### config.mk
export PLATFORM = sky130hd
export DESIGN_NAME = ultrasonic_distance_filter
export DESIGN_NICKNAME = d
export VERILOG_FILES = /design/src/rtl/ultrasonic_pkg.sv /design/src/rtl/ultrasonic_divider.sv /design/src/rtl/ultrasonic_distance_filter.sv
export SDC_FILE = /design/constraint.sdc
export NUM_CORES = 1
export LEC_CHECK = 0
export ABC_CLOCK_PERIOD_IN_PS = 8500
export CORE_AREA = 2 2 118 178
export CTS_BUF_LIST = sky130_fd_sc_hd__clkbuf_4
export DETAILED_ROUTE_END_ITERATION = 8
export DIE_AREA = 0 0 120 180
export PLACE_DENSITY = 0.81
export SLEW_MARGIN = 20
export SYNTH_ARGS = -nofsm -noshare
export SYNTH_HDL_FRONTEND = slang
export SYNTH_SLANG_ARGS = --single-unit
### constraint.sdc
create_clock -name clk -period 8.5 [get_ports clk]
set_clock_uncertainty 0.2 [all_clocks]
set_input_delay 1.7 -clock clk [delete_from_list [all_inputs] [get_ports clk]]
set_output_delay 1.7 -clock clk [all_outputs]
set_load 0.01 [all_outputs]
### src/rtl/ultrasonic_pkg.sv
// Shared types and constants for the ultrasonic distance filter.
package ultrasonic_pkg;

  typedef enum logic [1:0] {
    IDLE   = 2'd0,
    DIVIDE = 2'd1,
    ACCUM  = 2'd2
  } state_t;

  localparam logic [1:0] REG_AVG    = 2'd0;
  localparam logic [1:0] REG_LAST   = 2'd1;
  localparam logic [1:0] REG_STATUS = 2'd2;
  localparam logic [1:0] REG_THRESH = 2'd3;

  localparam int unsigned DEF_CYCLES_PER_CM = 2900;
  localparam int unsigned DEF_MAX_COUNT     = 1_160_000;
  localparam int unsigned DEF_LOG2_DEPTH    = 2;
  localparam int unsigned DEF_HYST_CM       = 2;

  localparam int unsigned DATA_W = 32;
  localparam int unsigned CM_W   = 16;

  localparam logic [CM_W-1:0] THRESH_RESET = 16'd30;

  // Clamp a full-width quotient into the 16-bit centimetre range.
  function automatic logic [CM_W-1:0] sat_cm(input logic [DATA_W-1:0] q);
    return (|q[DATA_W-1:CM_W]) ? {CM_W{1'b1}} : q[CM_W-1:0];
  endfunction

endpackage

### src/rtl/ultrasonic_divider.sv
// Start/done restoring divider: 32-bit dividend by a constant divisor, one quotient bit per cycle.
module ultrasonic_divider
  import ultrasonic_pkg::*;
#(
  parameter int unsigned DIVISOR = DEF_CYCLES_PER_CM
) (
  input  logic              clk,
  input  logic              reset_all,
  input  logic              start,
  input  logic [DATA_W-1:0] dividend,
  output logic              done,
  output logic [DATA_W-1:0] quotient
);

  localparam int unsigned   STEP_W = 5;
  localparam logic [DATA_W-1:0] DIV_V = DATA_W'(DIVISOR);

  logic              busy_q;
  logic [STEP_W-1:0] step_q;
  logic [DATA_W-1:0] rem_q;
  logic [DATA_W-1:0] quo_q;

  logic [DATA_W-1:0] rem_in;
  logic [DATA_W-1:0] quo_in;
  logic [DATA_W-1:0] rem_shift;
  logic [DATA_W-1:0] rem_next;
  logic [DATA_W-1:0] quo_next;

  // The first step runs on the start edge, so 32 bits finish 31 edges later.
  always_comb begin
    rem_in    = start ? '0 : rem_q;
    quo_in    = start ? dividend : quo_q;
    rem_shift = {rem_in[DATA_W-2:0], quo_in[DATA_W-1]};
    rem_next  = rem_shift;
    quo_next  = {quo_in[DATA_W-2:0], 1'b0};
    if (rem_shift >= DIV_V) begin
      rem_next = rem_shift - DIV_V;
      quo_next = {quo_in[DATA_W-2:0], 1'b1};
    end
  end

  always_ff @(posedge clk) begin
    if (reset_all) begin
      busy_q <= 1'b0;
      step_q <= '0;
      rem_q  <= '0;
      quo_q  <= '0;
      done   <= 1'b0;
    end else begin
      done <= 1'b0;
      if (start) begin
        rem_q  <= rem_next;
        quo_q  <= quo_next;
        step_q <= STEP_W'(1);
        busy_q <= 1'b1;
      end else if (busy_q) begin
        rem_q  <= rem_next;
        quo_q  <= quo_next;
        step_q <= step_q + STEP_W'(1);
        if (step_q == {STEP_W{1'b1}}) begin
          busy_q <= 1'b0;
          done   <= 1'b1;
        end
      end
    end
  end

  assign quotient = quo_q;

endmodule

### src/rtl/ultrasonic_distance_filter.sv
// Echo width to centimetres, moving average over 2^LOG2_DEPTH samples, hysteretic
// proximity flag and a small Avalon-MM register window.
module ultrasonic_distance_filter
  import ultrasonic_pkg::*;
#(
  parameter int unsigned CYCLES_PER_CM = DEF_CYCLES_PER_CM,
  parameter int unsigned MAX_COUNT     = DEF_MAX_COUNT,
  parameter int unsigned LOG2_DEPTH    = DEF_LOG2_DEPTH,
  parameter int unsigned HYST_CM       = DEF_HYST_CM
) (
  input  logic              clk,
  input  logic              reset_all,
  input  logic              count_valid,
  input  logic [DATA_W-1:0] count,
  input  logic [1:0]        addr,
  input  logic              read_en,
  input  logic              write_en,
  input  logic [DATA_W-1:0] write_data,
  output logic [DATA_W-1:0] read_data,
  output logic              avg_valid,
  output logic              near
);

  localparam int unsigned DEPTH  = 1 << LOG2_DEPTH;
  localparam int unsigned PTR_W  = LOG2_DEPTH;
  localparam int unsigned FILL_W = LOG2_DEPTH + 1;
  localparam int unsigned SUM_W  = CM_W + LOG2_DEPTH;

  state_t state_q;
  state_t state_next;

  logic accept_c;
  logic reject_c;
  logic busy_strobe_c;
  logic accum_en_c;
  logic in_range_c;

  logic              div_done;
  logic [DATA_W-1:0] div_quotient;
  logic [CM_W-1:0]   q_cm;

  logic [CM_W-1:0]   sample_buf [DEPTH];
  logic [SUM_W-1:0]  sum_q;
  logic [PTR_W-1:0]  ptr_q;
  logic [FILL_W-1:0] fill_q;
  logic [CM_W-1:0]   avg_cm_q;
  logic [CM_W-1:0]   last_cm_q;
  logic [CM_W-1:0]   threshold_q;
  logic              accum_done_q;
  logic              overrun_q;
  logic              out_of_range_q;

  logic [CM_W-1:0] avg_next;
  logic            status_wr;
  logic            thresh_wr;
  logic            unused_wdata;

  assign in_range_c = (count != '0) && (count <= DATA_W'(MAX_COUNT));
  assign q_cm       = sat_cm(div_quotient);
  assign avg_next   = CM_W'(sum_q >> LOG2_DEPTH);
  assign status_wr  = write_en && (addr == REG_STATUS);
  assign thresh_wr  = write_en && (addr == REG_THRESH);
  assign unused_wdata = ^write_data[DATA_W-1:CM_W];

  ultrasonic_divider #(
    .DIVISOR (CYCLES_PER_CM)
  ) u_divider (
    .clk      (clk),
    .reset_all(reset_all),
    .start    (accept_c),
    .dividend (count),
    .done     (div_done),
    .quotient (div_quotient)
  );

  always_ff @(posedge clk) begin
    if (reset_all) state_q <= IDLE;
    else           state_q <= state_next;
  end

  // Next-state and per-state control strobes.
  always_comb begin
    state_next    = state_q;
    accept_c      = 1'b0;
    reject_c      = 1'b0;
    busy_strobe_c = 1'b0;
    accum_en_c    = 1'b0;
    unique case (state_q)
      IDLE: begin
        if (count_valid) begin
          if (in_range_c) begin
            accept_c   = 1'b1;
            state_next = DIVIDE;
          end else begin
            reject_c = 1'b1;
          end
        end
      end
      DIVIDE: begin
        busy_strobe_c = count_valid;
        if (div_done) state_next = ACCUM;
      end
      ACCUM: begin
        busy_strobe_c = count_valid;
        accum_en_c    = 1'b1;
        state_next    = IDLE;
      end
      default: state_next = IDLE;
    endcase
  end

  // Window update, then the averaged result one cycle later.
  always_ff @(posedge clk) begin
    if (reset_all) begin
      for (int i = 0; i < int'(DEPTH); i++) sample_buf[i] <= '0;
      sum_q        <= '0;
      ptr_q        <= '0;
      fill_q       <= '0;
      last_cm_q    <= '0;
      avg_cm_q     <= '0;
      accum_done_q <= 1'b0;
      avg_valid    <= 1'b0;
      near         <= 1'b0;
    end else begin
      accum_done_q <= accum_en_c;
      avg_valid    <= 1'b0;
      if (accum_en_c) begin
        sum_q             <= sum_q - SUM_W'(sample_buf[ptr_q]) + SUM_W'(q_cm);
        sample_buf[ptr_q] <= q_cm;
        ptr_q             <= ptr_q + PTR_W'(1);
        last_cm_q         <= q_cm;
        if (fill_q != FILL_W'(DEPTH)) fill_q <= fill_q + FILL_W'(1);
      end
      if (accum_done_q && (fill_q == FILL_W'(DEPTH))) begin
        avg_cm_q  <= avg_next;
        avg_valid <= 1'b1;
        if (avg_next < threshold_q) begin
          near <= 1'b1;
        end else if ({1'b0, avg_next} >= ({1'b0, threshold_q} + (CM_W+1)'(HYST_CM))) begin
          near <= 1'b0;
        end
      end
    end
  end

  // Sticky flags: a set in the same cycle as a status write wins.
  always_ff @(posedge clk) begin
    if (reset_all) begin
      overrun_q      <= 1'b0;
      out_of_range_q <= 1'b0;
      threshold_q    <= THRESH_RESET;
    end else begin
      if (busy_strobe_c)  overrun_q <= 1'b1;
      else if (status_wr) overrun_q <= 1'b0;
      if (reject_c)       out_of_range_q <= 1'b1;
      else if (status_wr) out_of_range_q <= 1'b0;
      if (thresh_wr)      threshold_q <= write_data[CM_W-1:0];
    end
  end

  always_comb begin
    read_data = '0;
    if (read_en) begin
      unique case (addr)
        REG_AVG:    read_data = {16'd0, avg_cm_q};
        REG_LAST:   read_data = {16'd0, last_cm_q};
        REG_STATUS: read_data = {16'd0, 8'(fill_q), 5'd0, out_of_range_q, overrun_q, near};
        REG_THRESH: read_data = {16'd0, threshold_q};
        default:    read_data = '0;
      endcase
    end
  end

endmodule
==> results.py <==
metrics = {
    "status": {
        "status": "complete, no violations",
    },
    "timing": {
        "hold-worst-slack_ns": 0.251,
        "rsz0062_at_grt": "no",
        "setup_violations": 0,
        "tns_ns": 0,
        "worstMarginPinSlew_ns": 0.937,
        "hold_viol_final": 0,
        "period_minus_slack_ns": 6.26,
        "slew_viol_final": 0,
        "worst_slack_ns": 2.24,
        "max-slew-margin-rel_pct": 37.5,
        "max_freq_mhz": 160,
        "fin_crit_sh_pct": 73.6,
    },
    "placement": {
        "post-place-ws_ns": 1.93,
        "dpl_cell_area_um2": 12600,
        "detailed_place_hpwl_um": 20300,
        "gp_congestion": 0.944,
        "port_buffers": 72,
        "placed_cells": 1548,
    },
    "floorplanning": {
        "pin_count": 105,
        "row_count": 64,
        "die_x_um": 120,
        "dieHeight_um": 180,
        "placeableCoreArea_um2": 20100,
        "dieArea_um2": 21600,
        "initial_core_util_pct": 59.1,
    },
    "grt": {
        "grt_pass1_wl_um": 47100,
        "grt_remaining_overflow": 0,
        "grt_max_degree": 78,
        "grt_pass1_vias": 9733,
        "track_usage_pct": 26.9,
        "antenna_found_initial": 1,
    },
    "clock_tree": {
        "post_cts_buffers": 0,
        "clk_latency_ns": 0.65,
        "postCtsHoldBufs": 0,
        "root_buffer": "clkbuf_4",
        "path_clk_slew_ns": 0.05,
        "numCtsBuffers": 51,
        "clock-sinks": 214,
        "cts-resized-gates": 0,
        "ctsLongestPathBuffers": 3,
        "htreeDepth": 2,
        "cts_tree": "yes",
    },
    "critical_path": {
        "r2r_end": "sum_q[16]",
        "critPathKind": "in2out",
        "r2r_cells": 15,
        "cp_data_arrival_time_ns": 4.36,
        "path_max_fanout": 21,
        "cp.required_ns": 6.60,
        "r2r_start": "u_divider.quotient[27]",
        "critPathLaunchType": "primary input",
        "r2r_slack_ns": 3.25,
        "worstSetupEndpointType": "primary output",
    },
    "final_layout": {
        "post_layout_nonfiller_instances": 1638,
        "post-route-util_pct": 66.3,
        "drive_above_1_share_pct": 11.0,
        "area_growth_syn_to_layout_pct": 12.1,
        "fin_area_um2": 13300,
        "nets": 1483,
    },
    "hold_path": {
        "min_from": "avg_cm_q[9]",
        "min_to": "avg_cm_q[9]",
        "min_path_type": "reg2reg",
        "hold_path_depth": 2,
    },
    "drt": {
        "via_count": 9696,
        "vias_per_cell": 5.92,
        "drc_errors": 0,
        "avgRoutedWirePerCell_um": 17.6,
        "ant_nets": 0,
        "routed_wirelength_um": 28800,
        "drtPass1Iterations": 5,
        "drt-initial-drc-count": 589,
    },
    "yosys": {
        "synth_edf_count": 64,
        "yosysTopAreaCell": "dfxtp_1",
        "synthesis.area_um2": 11900,
        "yosysWarnings": 0,
        "ys.flop_type": "dfxtp_1",
        "syn-instance-count": 1276,
        "ys_types": 78,
        "ys_ff_latch": 214,
        "syn_area_per_cell_um2": 9.31,
        "yosys-top-cells-area": "dfxtp_1 25%, edfxtp_1 16%, nor2_1 6.9%",
        "synth_top_area_share_pct": 25.3,
        "ys_seq_area_share_pct": 41.4,
        "synthArstFlopShare_pct": 0,
    },
    "job": {
        "drv_cap": 0,
    },
    "power_and_ir_drop": {
        "ir_worst_vdd_v": 0.000109,
        "p_leak_nw": 4.96,
        "powerDensity_nw_per_um2": 155,
        "total_power_mw": 2.06,
    },
}
[cell type report]
| cell class | instances | area [µm²] |
|---|---|---|
| inverter | 70 | 263 |
| fill | 1573 | 6780 |
| clock inverter | 15 | 114 |
| multi-input combinational | 920 | 6350 |
| antenna | 1 | 2.50 |
| sequential | 214 | 4930 |
| timing repair buffer | 80 | 778 |
| clock buffer | 74 | 556 |
| tap | 264 | 330 |
[report_power, final]
group / total, mW / switching (mW) / leakage, nW / internal (mW)
Combinational: 0.128 / 0.0696 / 2.69 / 0.0580
Sequential: 1.07 / 0.00764 / 1.87 / 1.06
Clock: 0.865 / 0.405 / 0.398 / 0.460
[worst max path at each step]
stage,start,to,cells after the start
floorplan,count[24],u_divider.rem_q[25],17
global placement,count[17],u_divider.rem_q[19],15
detailed placement,count[17],u_divider.rem_q[19],15
CTS,addr[0],read_data[15],5
global route,addr[0],read_data[15],5
finish,addr[0],read_data[14],5
[state kept, by name, indices dropped and copies added, names as in the netlist, named ones only]
signal / flops
u_divider.step_q: 5
out_of_range_q: 1
overrun_q: 1
sum_q: 18
near: 1
ptr_q: 2
u_divider.quotient: 32
fill_q: 3
u_divider.rem_q: 31
threshold_q: 16
accum_done_q: 1
last_cm_q: 16
state_q: 2
u_divider.done: 1
avg_cm_q: 16
sample_buf: 64
avg_valid: 1
u_divider.busy_q: 1
[metal layers]
| layer | vias to the layer above | wire (µm) | GRT usage, % |
|---|---|---|---|
| met3 | 105 | 1460 | 4.41 |
| met1 | 4630 | 10800 | 29.4 |
| met5 | - | 0 | 0 |
| met2 | 327 | 15000 | 49.0 |
| li1 | 4634 | - | - |
| met4 | 0 | 1480 | 14.4 |
[cell usage after synthesis (all sizes together) (7+ instances only)]
cell type  instances
nor2             221
dfxtp            150
nand2            107
inv               70
a21oi             64
edfxtp            64
ha                59
clkbuf            55
a211oi            54
mux2i             46
buf               32
o21ai             31
xnor2             28
nand3             27
nor3              23
mux4              22
fa                16
nand2b            15
nor2b             14
nor4              13
a22oi             10
and3              10
mux2              10
o21a              10
nand4              9
a21o               8
a31oi              8
and2               8
xor2               8
a311oi             7
[cells by family (layout without fill, tap and decap cells)]
kind of cell | Yosys count | after routing | synth area share [%]
flops | 214 | 214 | 41.4
mux | 78 | 78 | 8.99
simple gates | 480 | 480 | 18.9
other cells | 1 | 17 | 0.0316
xor+xnor | 36 | 36 | 2.65
fa+ha+maj | 75 | 75 | 8.91
buf+inv | 157 | 239 | 5.67
compound gates | 235 | 235 | 13.4
[worst max-delay path: stages]
cell             delay, ns
clkdlybuf4s50_1       0.88
nor2_1                0.83
a22oi_1               0.22
nor2b_1               0.14
clkdlybuf4s50_1       0.57
[placed cells by master, fill, tap and decap left out, types with 9 or more instances in the layout]
| master | count |
|---|---|
| nor2_1 | 220 |
| dfxtp_1 | 148 |
| nand2_1 | 106 |
| clkbuf_4 | 74 |
| clkdlybuf4s50_1 | 71 |
| inv_1 | 70 |
| edfxtp_1 | 64 |
| a21oi_1 | 63 |
| ha_1 | 58 |
| a211oi_1 | 52 |
| mux2i_1 | 46 |
| xnor2_1 | 28 |
| nand3_1 | 26 |
| o21ai_0 | 26 |
| mux4_2 | 22 |
| nor3_1 | 22 |
| fa_1 | 16 |
| conb_1 | 16 |
| nand2b_1 | 15 |
| nor2b_1 | 14 |
| and3_1 | 10 |
| mux2_2 | 10 |
| a22oi_1 | 10 |
| o21a_1 | 10 |
| nand4_1 | 9 |
| clkinv_1 | 9 |
| buf_4 | 9 |
Power figures use the tool's default switching activity.
